**config.mk**
```make
export PLATFORM = sky130hd
export DESIGN_NAME = fetch_unit
export DESIGN_NICKNAME = d
export VERILOG_FILES = /design/src/rtl/riscv_pkg.sv /design/src/rtl/fetch_next_pc.sv /design/src/rtl/fetch_unit.sv
export SDC_FILE = /design/constraint.sdc
export NUM_CORES = 1
export LEC_CHECK = 0
export BUFFER_PORTS_ARGS = -buffer_cell sky130_fd_sc_hd__buf_2
export CORE_MARGIN = 8
export CORE_UTILIZATION = 45
export CTS_CLUSTER_SIZE = 28
export DETAILED_ROUTE_END_ITERATION = 8
export PLACE_DENSITY = 0.77
export REMOVE_ABC_BUFFERS = 1
export SLEW_MARGIN = 10
export SYNTH_ARGS = -nofsm -noshare
export SYNTH_HDL_FRONTEND = slang
export SYNTH_SLANG_ARGS = --single-unit
```
**constraint.sdc**
```tcl
create_clock -name clk -period 2.88 [get_ports clk]
set_clock_uncertainty 0.15 [all_clocks]
set_input_delay 0.432 -clock clk [delete_from_list [all_inputs] [get_ports clk]]
set_output_delay 0.432 -clock clk [all_outputs]
set_load 0.005 [all_outputs]
```
**src/rtl/riscv_pkg.sv**
```systemverilog
// Shared RV32 core definitions: PC-source encoding driven by the control unit,
// the canonical NOP word and the fetch-stage state encoding.
package riscv_pkg;

  localparam logic [31:0] INSTR_NOP = 32'h0000_0013;

  typedef enum logic [1:0] {
    PCSRC_SEQ = 2'b00,
    PCSRC_BR  = 2'b01,
    PCSRC_JAL = 2'b10,
    PCSRC_RSV = 2'b11
  } pc_src_e;

  typedef enum logic [2:0] {
    FETCH_IDLE  = 3'd0,
    FETCH_REQ   = 3'd1,
    FETCH_WAIT  = 3'd2,
    FETCH_VALID = 3'd3,
    FETCH_ERR   = 3'd4
  } fetch_state_e;

  // Reserved encoding falls back to sequential, so only BR and JAL add the immediate.
  function automatic logic pc_src_uses_imm(input logic [1:0] src);
    return (src == PCSRC_BR) || (src == PCSRC_JAL);
  endfunction

endpackage

```
**src/rtl/fetch_next_pc.sv**
```systemverilog
// Next-PC arithmetic for the fetch stage: PC+4 or PC+imm with modulo wrap,
// plus the word-alignment check on the resulting target.
module fetch_next_pc
  import riscv_pkg::*;
#(
  parameter int XLEN = 32
) (
  input  logic [XLEN-1:0] pc,
  input  logic [1:0]      pc_src,
  input  logic [XLEN-1:0] imm_ext,
  output logic [XLEN-1:0] next_pc,
  output logic            misaligned
);

  logic [XLEN-1:0] offset;

  always_comb begin
    offset     = pc_src_uses_imm(pc_src) ? imm_ext : XLEN'(4);
    next_pc    = pc + offset;
    misaligned = |next_pc[1:0];
  end

endmodule

```
**src/rtl/fetch_unit.sv**
```systemverilog
// Instruction fetch stage: holds the architectural PC, keeps one request in
// flight to instruction memory and presents the fetched word to decode.
module fetch_unit
  import riscv_pkg::*;
#(
  parameter int              XLEN     = 32,
  parameter logic [XLEN-1:0] RESET_PC = '0
) (
  input  logic            clk,
  input  logic            rst_n,
  input  logic [1:0]      pc_src,
  input  logic [XLEN-1:0] imm_ext,
  input  logic            dec_ready,
  output logic            imem_req,
  output logic [XLEN-1:0] imem_addr,
  input  logic            imem_rvalid,
  input  logic [31:0]     imem_rdata,
  output logic            instr_valid,
  output logic [31:0]     instr,
  output logic [XLEN-1:0] pc,
  output logic [XLEN-1:0] pc_plus4,
  output logic            fetch_err
);

  fetch_state_e    state;
  logic [XLEN-1:0] next_pc;
  logic            misaligned;

  fetch_next_pc #(
    .XLEN (XLEN)
  ) u_next_pc (
    .pc         (pc),
    .pc_src     (pc_src),
    .imm_ext    (imm_ext),
    .next_pc    (next_pc),
    .misaligned (misaligned)
  );

  // imem_rvalid is only looked at in WAIT, so stale or zero-latency responses drop out.
  always_ff @(posedge clk or negedge rst_n) begin
    if (!rst_n) begin
      state       <= FETCH_IDLE;
      pc          <= RESET_PC;
      instr       <= INSTR_NOP;
      instr_valid <= 1'b0;
      fetch_err   <= 1'b0;
    end else begin
      case (state)
        FETCH_IDLE: state <= FETCH_REQ;
        FETCH_REQ:  state <= FETCH_WAIT;
        FETCH_WAIT: begin
          if (imem_rvalid) begin
            instr       <= imem_rdata;
            instr_valid <= 1'b1;
            state       <= FETCH_VALID;
          end
        end
        FETCH_VALID: begin
          if (dec_ready) begin
            instr_valid <= 1'b0;
            if (misaligned) begin
              fetch_err <= 1'b1;
              state     <= FETCH_ERR;
            end else begin
              pc    <= next_pc;
              state <= FETCH_REQ;
            end
          end
        end
        FETCH_ERR: begin
          instr_valid <= 1'b0;
          fetch_err   <= 1'b1;
        end
        default: begin
          instr_valid <= 1'b0;
          state       <= FETCH_IDLE;
        end
      endcase
    end
  end

  assign imem_req  = (state == FETCH_REQ);
  assign imem_addr = pc;
  assign pc_plus4  = pc + XLEN'(4);

endmodule

```
==> run_results.csv, run 1 <==
group,metric,value,unit
setup_path,criticalPathCategory,"in -> reg",
placement,gpl.final_weighted_congestion,0.880,
die,num_io_pins,201,
setup_path,arrival,3.05,ns
clock_tree,clock_latency,0.34,ns
clock_tree,tritoncts_num_sinks,69,
setup_path,first_element_of_the_critical_path,"pc_src[1]",
die,die_h,125,µm
setup_path,worstSetupEndpointType,"register",
route,drt-wirelength-per-cell,17.4,µm
pwr,clockPowerShare,15.5,%
pwr,pwr-share-seq,24.2,%
min_path,min_path_type,"in -> reg",
min_path,startpoint_of_the_most_critical_hold_path,"imem_rdata[18]",
die,rows,40,
route,drt.antenna.violating_nets,0,
die,starting_density_of_the_core,45.3,%
placement,port_buffers,200,
setup_path,crit_fanout,11,
synth,syn_area_per_cell,9.00,µm²
setup_path,data_required_time_at_the_worst_endpoint,2.96,ns
synth,yosys_most_used_dff,"dfrtp_1",
finish,finalNetCount,985,
clock_tree,tritoncts,"built",
global_routing,number_of_antenna_violations_at_the_first_check_in_global_routing,0,
clock_tree,htreeDepth,3,
clock_tree,cts_made_buffers,9,
synth,syn-cell-area,5350,µm²
timing,min_period_over_period,103,%
global_routing,globalRoute.totalOverflow,0,
synth,number_of_enable_flip_flop_cells_after_synthesis,0,
timing,maxSlewHeadroom,63.7,%
finish,final_core_utilization,68.7,%
pwr,irDropWorstVdd,0.458,mV
finish,drive_gt1_share,53.6,%
timing,finalWorstSetupSlack,-0.0905,ns
synth,ys_warn_count,0,
route,drc_errors,0,
die,area_enclosed_by_the_die_boundary,15600,µm²
pwr,power_density,961,nW/µm²
pwr,p_leak,4.02,nW
setup_path,worst_r2r_endpoint,"imem_addr[18]",
route,detailroute.via_count,5588,
global_routing,groute.usage.overall,21.2,%
synth,ys_ff_latch,69,
outcome,run_status,"complete, but fails checks",
timing,setup_violations,9,
setup_path,ff2ff_path_depth,11,
timing,hold_viol_final,0,
timing,fmax,0.337,GHz
synth,yosysSeqAreaShare,32.3,%
pwr,net_sw_power,3.11,mW
route,routed_via_density,5.41,
route,drt_iter0_drc,315,
finish,area_delta_synth_final,51.5,%
setup_path,r2r_start,"imem_addr[0]",
global_routing,vias_in_the_first_global_route,5383,
setup_path,worstSetupStartpointType,"input pin",
pwr,share_comb_of_total_power,60.3,%
timing,setup_repair_after_global_routing_missed_its_margin,"true",
finish,antennaDiodeCount,0,
setup_path,regToRegSetupSlack,0.18,ns
finish,stdcell_count,1033,
placement,dp_cells,996,
synth,synth-async-reset-ratio,100,%
clock_tree,cts.reportedPaths.clkPinSlew,0.06,ns
pwr,intPower,4.68,mW
clock_tree,cts.path.max_buffers,2,
synth,synth_cell_type_count,61,
die,core_area,11800,µm²
global_routing,grt_pass1_wl,27500,µm
timing,transition_time_of_the_tightest_slew_check_pin,0.544,ns
timing,finalHoldWorstSlack,0.176,ns
route,drt_wl_total,18000,µm
route,firstDrtPassIters,5,
timing,finalMaxSlewViolations,0,
die,dieWidth,125,µm
setup_path,worstSetupEndpoint,"imem_addr[18]",
synth,post_synth_inst_count,595,
timing,final.min_clock_period,2.97,ns
clock_tree,ctsRootBufferMaster,"clkbuf_16",
placement,place_ws,-0.502,ns
job,drv.max_cap_violation_count,0,
pwr,power_switching_share,39.9,%
global_routing,grt_start_max_net_pins,50,
outcome,failed_checks,"negative setup slack",
timing,fin_setup_tns,-0.502,ns
placement,place_hpwl,12800,µm
[layer usage]
| layer | up-vias | global-route usage, % | share of wire [%] |
|---|---|---|---|
| met5 | - | 0 | 0 |
| met4 | 0 | 7.81 | 3.1 |
| met3 | 46 | 5.23 | 7.3 |
| met2 | 266 | 36.0 | 49 |
| met1 | 2637 | 25.4 | 41 |
| li1 | 2639 | - | - |
[power groups by stage]
stage / clock [mW] / sequential [mW] / combinational [mW]
floorplan: 0 / 1.95 / 1.98
global placement: 0 / 1.84 / 4.07
detailed placement: 0 / 1.86 / 4.15
CTS: 1.23 / 1.87 / 4.38
global route: 1.27 / 1.95 / 5.14
finish: 1.21 / 1.88 / 4.70
[metrics by stage]
stage,instance area [µm²],power (mW)
CTS,7780,7.48
global route,8110,8.36
global placement,7080,5.90
detailed placement,7080,6.01
finish,8110,7.79
floorplan,4980,3.92
[flip-flops by register name (all words and copies together) (netlist names)]
signal / flops
imem_addr: 32
instr: 32
state: 3
fetch_err: 1
instr_valid: 1
[synth_stat cells (15+ instances only)]
master / count / share of area, %
nor2_1: 28 / 2.0
nand4_1: 15 / 1.8
xor2_1: 22 / 3.6
buf_4: 35 / 4.9
clkbuf_1: 23 / 1.6
and2_1: 33 / 3.9
nand2_1: 63 / 4.4
mux2_2: 34 / 7.2
xnor2_1: 33 / 5.4
a21oi_1: 32 / 3.0
nand3_1: 23 / 2.2
ha_1: 33 / 7.7
dfrtp_1: 66 / 31
o21ai_0: 32 / 3.0
a21o_1: 18 / 2.5
[cell families (layout without fill, tap and decap cells)]
group | after synthesis | count (layout) | synth area share, %
multiplexers | 34 | 34 | 7.15
XOR/XNOR | 55 | 55 | 9.00
AO/OA/AOI/OAI | 131 | 131 | 16.3
flip-flops | 69 | 69 | 32.3
AND/OR/NAND/NOR | 200 | 200 | 19.5
buffers and inverters | 72 | 363 | 7.60
adder cells (fa/ha/maj) | 34 | 34 | 8.09
[layout by cell type (no fill, tap or decap), types with 4 or more instances in the layout]
cell | synthesis | routed
nor2_1 | 28 | 21
a21oi_1 | 32 | 25
mux2_2 | 34 | 34
nor2_2 | 0 | 5
o21ai_0 | 32 | 25
ha_4 | 0 | 14
o21a_1 | 4 | 4
dfrtp_1 | 66 | 65
and3_1 | 6 | 6
xnor2_1 | 33 | 30
inv_1 | 10 | 10
o21bai_1 | 4 | 4
xor2_1 | 22 | 20
buf_2 | 4 | 198
o21ai_2 | 2 | 7
nand2_1 | 63 | 60
and2_1 | 33 | 26
clkbuf_16 | 0 | 10
o21ai_1 | 8 | 10
ha_1 | 33 | 17
a21o_1 | 18 | 18
and2_4 | 0 | 7
nand3_2 | 0 | 4
nand3_1 | 23 | 19
buf_4 | 35 | 125
buf_6 | 0 | 7
nand4_1 | 15 | 15
a31oi_1 | 4 | 4
a21oi_2 | 1 | 7
[worst max-delay path, cell delays in order]
cell and delay, ns:
buf_8 0.10, xor2_4 0.19, buf_12 0.16, and2_4 0.16, ha_4 0.16, fa_2 0.36
a21oi_4 0.18, nor3b_4 0.07, buf_4 0.14, nor3_4 0.23, nand2_1 0.12, a21oi_2 0.25
o21ai_2 0.10, xor2_1 0.15, mux2_2 0.26
[worst min path at each step]
| stage | end | slack (ns) | cells after the start |
|---|---|---|---|
| 4_1_cts | instr[18] | 0.17 | 2 |
| 3_5_place_dp | imem_addr[16] | 0.30 | 1 |
| 5_1_grt | instr[18] | 0.17 | 2 |
| 2_1_floorplan | fetch_err | -0.01 | 0 |
| 3_3_place_gp | imem_addr[18] | 0.29 | 1 |
| 6_report | instr[18] | 0.18 | 2 |
[repair_timing]
action,4_1_cts,5_1_grt
setup buffers,10,10
gates cloned,1,1
pin swaps,28,17
endpoints found under the hold margin,20,0
gates resized for setup,47,52
endpoints found under the setup margin,16,25
hold buffers,1,0
[layout make-up]
type                    count  area (µm²)
multi-input cells         454        3680
flip-flops and latches     69        1730
fillers                   884        3700
clock inverters             5        83.8
well taps                 147         184
repair buffers            337        2150
clock buffers              11         243
inverters                  10        37.5
Power figures use the tool's default switching activity.
==> run 2, diff against run 1 <==
--- a/config.mk
+++ b/config.mk
@@ -6,12 +6,15 @@
 export NUM_CORES = 1
 export LEC_CHECK = 0
 export BUFFER_PORTS_ARGS = -buffer_cell sky130_fd_sc_hd__buf_2
+export CELL_PAD_IN_SITES_DETAIL_PLACEMENT = 2
+export CELL_PAD_IN_SITES_GLOBAL_PLACEMENT = 2
 export CORE_MARGIN = 8
-export CORE_UTILIZATION = 45
+export CORE_UTILIZATION = 29
 export CTS_CLUSTER_SIZE = 28
 export DETAILED_ROUTE_END_ITERATION = 8
-export PLACE_DENSITY = 0.77
+export PLACE_DENSITY = 0.85
 export REMOVE_ABC_BUFFERS = 1
+export SKIP_LAST_GASP = 1
 export SLEW_MARGIN = 10
 export SYNTH_ARGS = -nofsm -noshare
 export SYNTH_HDL_FRONTEND = slang
==> run_results.csv, run 2 (synthesis gave the netlist of run 1 again) <==
group,metric,value,unit
setup_path,worstSetupStartpointType,"input pin",
finish,layout_commonest_cell,"buf_2",
pwr,p_leak,4.00,nW
route,drt.antenna.violating_nets,0,
clock_tree,clock_latency,0.37,ns
setup_path,timing.critical_path.max_delay_family,"simple AND/OR/NAND/NOR gates",
setup_path,worstSetupEndpoint,"imem_addr[31]",
setup_path,first_element_of_the_critical_path,"pc_src[0]",
timing,final.min_clock_period,3.13,ns
min_path,min_path_type,"in -> async",
finish,multiInputGateArea,3560,µm²
setup_path,crit_fanout,20,
finish,drive_gt1_share,53.3,%
clock_tree,cts_made_buffers,9,
clock_tree,tritoncts_num_sinks,69,
placement,port_buffers,200,
route,drt-wirelength-per-cell,25.7,µm
placement,gpl.final_weighted_congestion,0.834,
timing,min_period_over_period,109,%
setup_path,worst_r2r_endpoint,"imem_addr[31]",
timing,setup_violations,18,
global_routing,number_of_antenna_violations_at_the_first_check_in_global_routing,1,
setup_path,criticalPathCategory,"in -> reg",
pwr,share_comb_of_total_power,62.6,%
route,routed_via_density,5.39,
setup_path,worst_path_max_delay_cell,"or3_4",
clock_tree,cts.path.max_buffers,2,
die,rows,49,
pwr,power_switching_share,45.6,%
setup_path,cp.buffers_inverters,4,
finish,stdcell_count,1128,
global_routing,grt_pass1_wl,40300,µm
timing,finalHoldWorstSlack,0.0337,ns
clock_tree,htreeDepth,3,
timing,transition_time_of_the_tightest_slew_check_pin,0.852,ns
route,drc_errors,0,
job,drv.max_cap_violation_count,0,
finish,finalNetCount,997,
outcome,run_status,"complete, but fails checks",
timing,setup_repair_after_global_routing_missed_its_margin,"true",
global_routing,globalRoute.totalOverflow,0,
setup_path,r2r_start,"imem_addr[15]",
finish,area_delta_synth_final,50.5,%
route,drt_iter0_drc,229,
outcome,failed_checks,"negative setup slack",
setup_path,crit_path_max_incr_delay,0.41,ns
pwr,power_density,1020,nW/µm²
clock_tree,ctsHoldBuffers,0,
die,die_h,152,µm
finish,seq_area,1740,µm²
timing,finalWorstSetupSlack,-0.247,ns
setup_path,crit_cells,15,
placement,place_hpwl,18900,µm
setup_path,cp_cell_sequence,"buf_2, xor2_2, buf_12, and2_1, ha_1, buf_4, nand2_1, nor2_2, a221oi_4, nor2_2, or3_4, buf_4, a21oi_2, xnor2_1, o31ai_2",
global_routing,groute.usage.overall,21.9,%
route,dr.max_layer_used,"met4",
route,drt_wl_total,29000,µm
global_routing,grt_start_max_net_pins,37,
finish,nFillCells,1987,
clock_tree,ctsRootBufferMaster,"clkbuf_16",
timing,fmax,0.320,GHz
die,core_area,18000,µm²
clock_tree,cts.reportedPaths.clkPinSlew,0.07,ns
timing,fin_setup_tns,-1.73,ns
die,area_enclosed_by_the_die_boundary,23100,µm²
finish,most-common-layout-cells,"200 x buf_2, 144 x buf_4, 62 x nand2_1, 58 x dfrtp_1, 34 x mux2_2",
route,wl_met2,14600,µm
timing,finalMaxSlewViolations,0,
route,m1WireLength,11600,µm
pwr,irDropWorstVdd,0.377,mV
clock_tree,tritoncts,"built",
global_routing,vias_in_the_first_global_route,6738,
die,starting_density_of_the_core,29.7,%
setup_path,regToRegSetupSlack,-0.06,ns
pwr,intPower,4.47,mW
die,dieWidth,152,µm
setup_path,ff2ff_path_depth,11,
placement,dp_cells,1084,
pwr,pwr-share-seq,23.6,%
setup_path,worstSetupEndpointType,"register",
route,firstDrtPassIters,5,
setup_path,arrival,3.25,ns
route,detailroute.via_count,6079,
route,met3WireLength,1690,µm
timing,hold_viol_final,0,
setup_path,data_required_time_at_the_worst_endpoint,3.01,ns
timing,maxSlewHeadroom,43.2,%
die,num_io_pins,201,
pwr,net_sw_power,3.75,mW
pwr,clockPowerShare,13.7,%
## run 2: cell types whose count changed in the layout (fill, tap and decap cells not counted), moves of 3 or more
cell and delta:
and2_4 -6, dfrtp_1 -7, buf_4 +19, buf_6 -4
a21oi_1 -3, dfrtp_2 +7, ha_1 +9, ha_4 -8
and2_1 +6
## run 2: final cells by class
cell class | instances | share of cell area [%]
multi-input combinational | 454 | 44.2
timing repair buffer | 349 | 26.8
sequential | 69 | 21.6
tap | 229 | 3.56
clock buffer | 10 | 2.84
clock inverter | 6 | 0.590
inverter | 10 | 0.466
antenna | 1 | 0.0311
## run 2: how the worst min path moves through the flow
stage / from / end / slack, ns / cells past startpoint
6_report: rst_n / instr[28] / 0.03 / 1
5_1_grt: rst_n / instr[28] / 0.09 / 1
4_1_cts: rst_n / instr[22] / 0.05 / 1
3_5_place_dp: fetch_err / fetch_err / 0.32 / 1
3_3_place_gp: fetch_err / fetch_err / 0.30 / 1
2_1_floorplan: rst_n / fetch_err / -0.01 / 0
## run 2: what timing repair did
action                     CTS  global route
setup endpoints to repair   30            42
setup buffers                8            19
pin swaps                   11            16
resized for setup           33            49
## run 2: layer usage
| layer | up-vias | GRT usage (%) |
|---|---|---|
| met5 | - | 0 |
| met2 | 286 | 38.8 |
| li1 | 2655 | - |
| met1 | 3065 | 24.7 |
| met3 | 73 | 5.31 |
| met4 | 0 | 8.91 |
## run 2: power groups by stage
stage,sequential (mW),combinational [mW],clock [mW]
2_1_floorplan,1.95,1.98,0
6_report,1.94,5.15,1.13
5_1_grt,2.02,5.49,1.18
4_1_cts,1.94,4.64,1.12
3_3_place_gp,1.88,4.13,0
3_5_place_dp,1.95,4.41,0
## run 2: stage by stage
stage                     util, %  cell area [µm²]  power, mW  setup WS [ns]
after floorplan                 -             4980       3.92          -1.01
after global placement       40.1             7230       6.01         -0.399
after detailed placement     40.1             7230       6.36         -0.627
after CTS                    42.7             7700       7.70         -0.102
after global routing         44.7             8060       8.68         -0.347
final                        44.7             8060       8.22         -0.247
==> run 3, diff against run 2 <==
--- a/config.mk
+++ b/config.mk
@@ -8,11 +8,11 @@
 export BUFFER_PORTS_ARGS = -buffer_cell sky130_fd_sc_hd__buf_2
 export CELL_PAD_IN_SITES_DETAIL_PLACEMENT = 2
 export CELL_PAD_IN_SITES_GLOBAL_PLACEMENT = 2
-export CORE_MARGIN = 8
-export CORE_UTILIZATION = 29
+export CORE_MARGIN = 4
+export CORE_UTILIZATION = 31
 export CTS_CLUSTER_SIZE = 28
 export DETAILED_ROUTE_END_ITERATION = 8
-export PLACE_DENSITY = 0.85
+export PLACE_DENSITY = 0.9
 export REMOVE_ABC_BUFFERS = 1
 export SKIP_LAST_GASP = 1
 export SLEW_MARGIN = 10
==> constraint.sdc (replaced) <==
create_clock -name clk -period 4 [get_ports clk]
set_clock_uncertainty 0.15 [all_clocks]
set_input_delay 0.6 -clock clk [delete_from_list [all_inputs] [get_ports clk]]
set_output_delay 0.6 -clock clk [all_outputs]
set_load 0.005 [all_outputs]
==> run_results.csv, run 3 (synthesis gave the netlist of run 1 again) <==
group,metric,value,unit
outcome,run_status,"complete, no violations",
die,core_area,16800,µm²
clock_tree,cts.path.max_buffers,2,
placement,placed_cell_area,6350,µm²
die,area_enclosed_by_the_die_boundary,19400,µm²
route,drt_wl_total,18900,µm
global_routing,grt_start_max_net_pins,38,
timing,fin_setup_tns,0,ns
global_routing,globalRoute.totalOverflow,0,
route,drt.antenna.violating_nets,0,
die,dieWidth,139,µm
setup_path,cp_cell_sequence,"nand3_1, nor2_1, and4_1, and2_1, nand2_1, nor3_1, xor2_1, buf_2",
global_routing,groute.usage.overall,19.4,%
die,die_h,139,µm
timing,transition_time_of_the_tightest_slew_check_pin,0.885,ns
clock_tree,htreeDepth,3,
timing,fmax,0.284,GHz
finish,antennaDiodeCount,0,
global_routing,grt_pass1_wl,30600,µm
finish,most-common-layout-cells,"200 x buf_2, 66 x dfrtp_1, 63 x nand2_1, 34 x mux2_2",
setup_path,arrival,2.77,ns
clock_tree,clock_latency,0.35,ns
finish,finalNetCount,855,
route,routed_via_density,5.09,
route,detailroute.via_count,4968,
route,drc_errors,0,
placement,place_hpwl,15100,µm
timing,finalMaxSlewViolations,0,
route,firstDrtPassIters,4,
placement,port_buffers,200,
timing,min_period_over_period,88.0,%
finish,final_cell_area,6630,µm²
setup_path,data_required_time_at_the_worst_endpoint,3.25,ns
clock_tree,tritoncts,"built",
pwr,p_leak,3.27,nW
pwr,power_density,711,nW/µm²
global_routing,number_of_antenna_violations_at_the_first_check_in_global_routing,0,
setup_path,worst_path_max_delay_cell,"dfrtp_1",
placement,gpl.final_weighted_congestion,0.812,
setup_path,cp.buffers_inverters,1,
setup_path,worstSetupStartpointType,"register",
route,drt-wirelength-per-cell,19.3,µm
job,drv.max_cap_violation_count,0,
setup_path,ff2ff_path_depth,10,
clock_tree,cts.reportedPaths.clkPinSlew,0.06,ns
clock_tree,tritoncts_num_sinks,69,
timing,hold_viol_final,0,
setup_path,crit_path_max_incr_delay,0.51,ns
route,drt_iter0_drc,104,
timing,final.min_clock_period,3.52,ns
timing,finalHoldWorstSlack,0.228,ns
clock_tree,cts_made_buffers,9,
min_path,min_path_type,"in -> async",
clock_tree,cts_repair_resize_count,0,
setup_path,crit_cells,8,
die,rows,47,
setup_path,criticalPathCategory,"reg -> out",
clock_tree,ctsRootBufferMaster,"clkbuf_16",
global_routing,vias_in_the_first_global_route,5456,
die,starting_density_of_the_core,31.9,%
die,num_io_pins,201,
setup_path,worstSetupEndpointType,"output pin",
timing,setup_repair_after_global_routing_missed_its_margin,"false",
clock_tree,ctsHoldBuffers,0,
timing,setup_violations,0,
finish,drive_gt1_share,37.0,%
setup_path,timing.critical_path.max_delay_family,"simple AND/OR/NAND/NOR gates",
timing,maxSlewHeadroom,41.0,%
finish,layout_commonest_cell,"buf_2",
clock_tree,post-cts-setup-buffer-count,0,
pwr,irDropWorstVdd,0.243,mV
finish,area_delta_synth_final,23.8,%
setup_path,crit_fanout,8,
run 3: final timing paths:
path / start / to / slack (ns)
worst max-delay path: imem_addr[4] / pc_plus4[31] / 0.48
worst min-delay path: rst_n / state[1] / 0.23
worst max register to register: imem_addr[0] / imem_addr[24] / 0.95
worst min register to register: fetch_err / fetch_err / 0.32
max in group asynchronous: rst_n / instr[1] / 2.70
min in group clk: fetch_err / fetch_err / 0.32
run 3: per-stage QoR:
stage | setup WS, ns | power, mW | util, % | instances
final | 0.481 | 4.71 | 39.5 | 976
after global routing | 0.283 | 5.13 | 39.5 | 976
after CTS | 0.439 | 4.79 | 39.5 | 976
after detailed placement | 0.254 | 3.98 | 37.9 | 960
after global placement | 0.370 | 3.83 | 37.9 | 960
after floorplan | -0.0564 | 2.82 | - | 533
run 3: layer usage:
metal,vias to the layer above,routed length (µm),track usage (%)
met4,0,239,5.15
met3,14,879,3.29
met5,-,0,0
met1,2429,8070,23.5
met2,145,9660,35.5
li1,2380,-,-
run 3: worst reg2reg max path, cell delays in order (launching register included):
cell and delay (ns):
dfrtp_1 0.45, ha_1 0.26, fa_1 0.40, a21oi_1 0.30, nor3b_2 0.11, o31ai_1 0.30, a211o_1 0.27, o22ai_2 0.13
nor3_1 0.29, a221oi_1 0.15, o21ai_1 0.16
run 3: area by class of cell:
type,count,area (µm²)
Clock buffer,10,229
Fill cell,1907,10100
Tap cell,220,275
Multi-Input combinational cell,454,3230
Inverter,10,37.5
Clock inverter,6,47.5
Sequential cell,69,1730
Timing Repair Buffer,207,1080
run 3: power by group:
group	switching (mW)	internal (mW)
clock	0.344	0.424
sequential	0.413	1.03
combinational	1.32	1.18
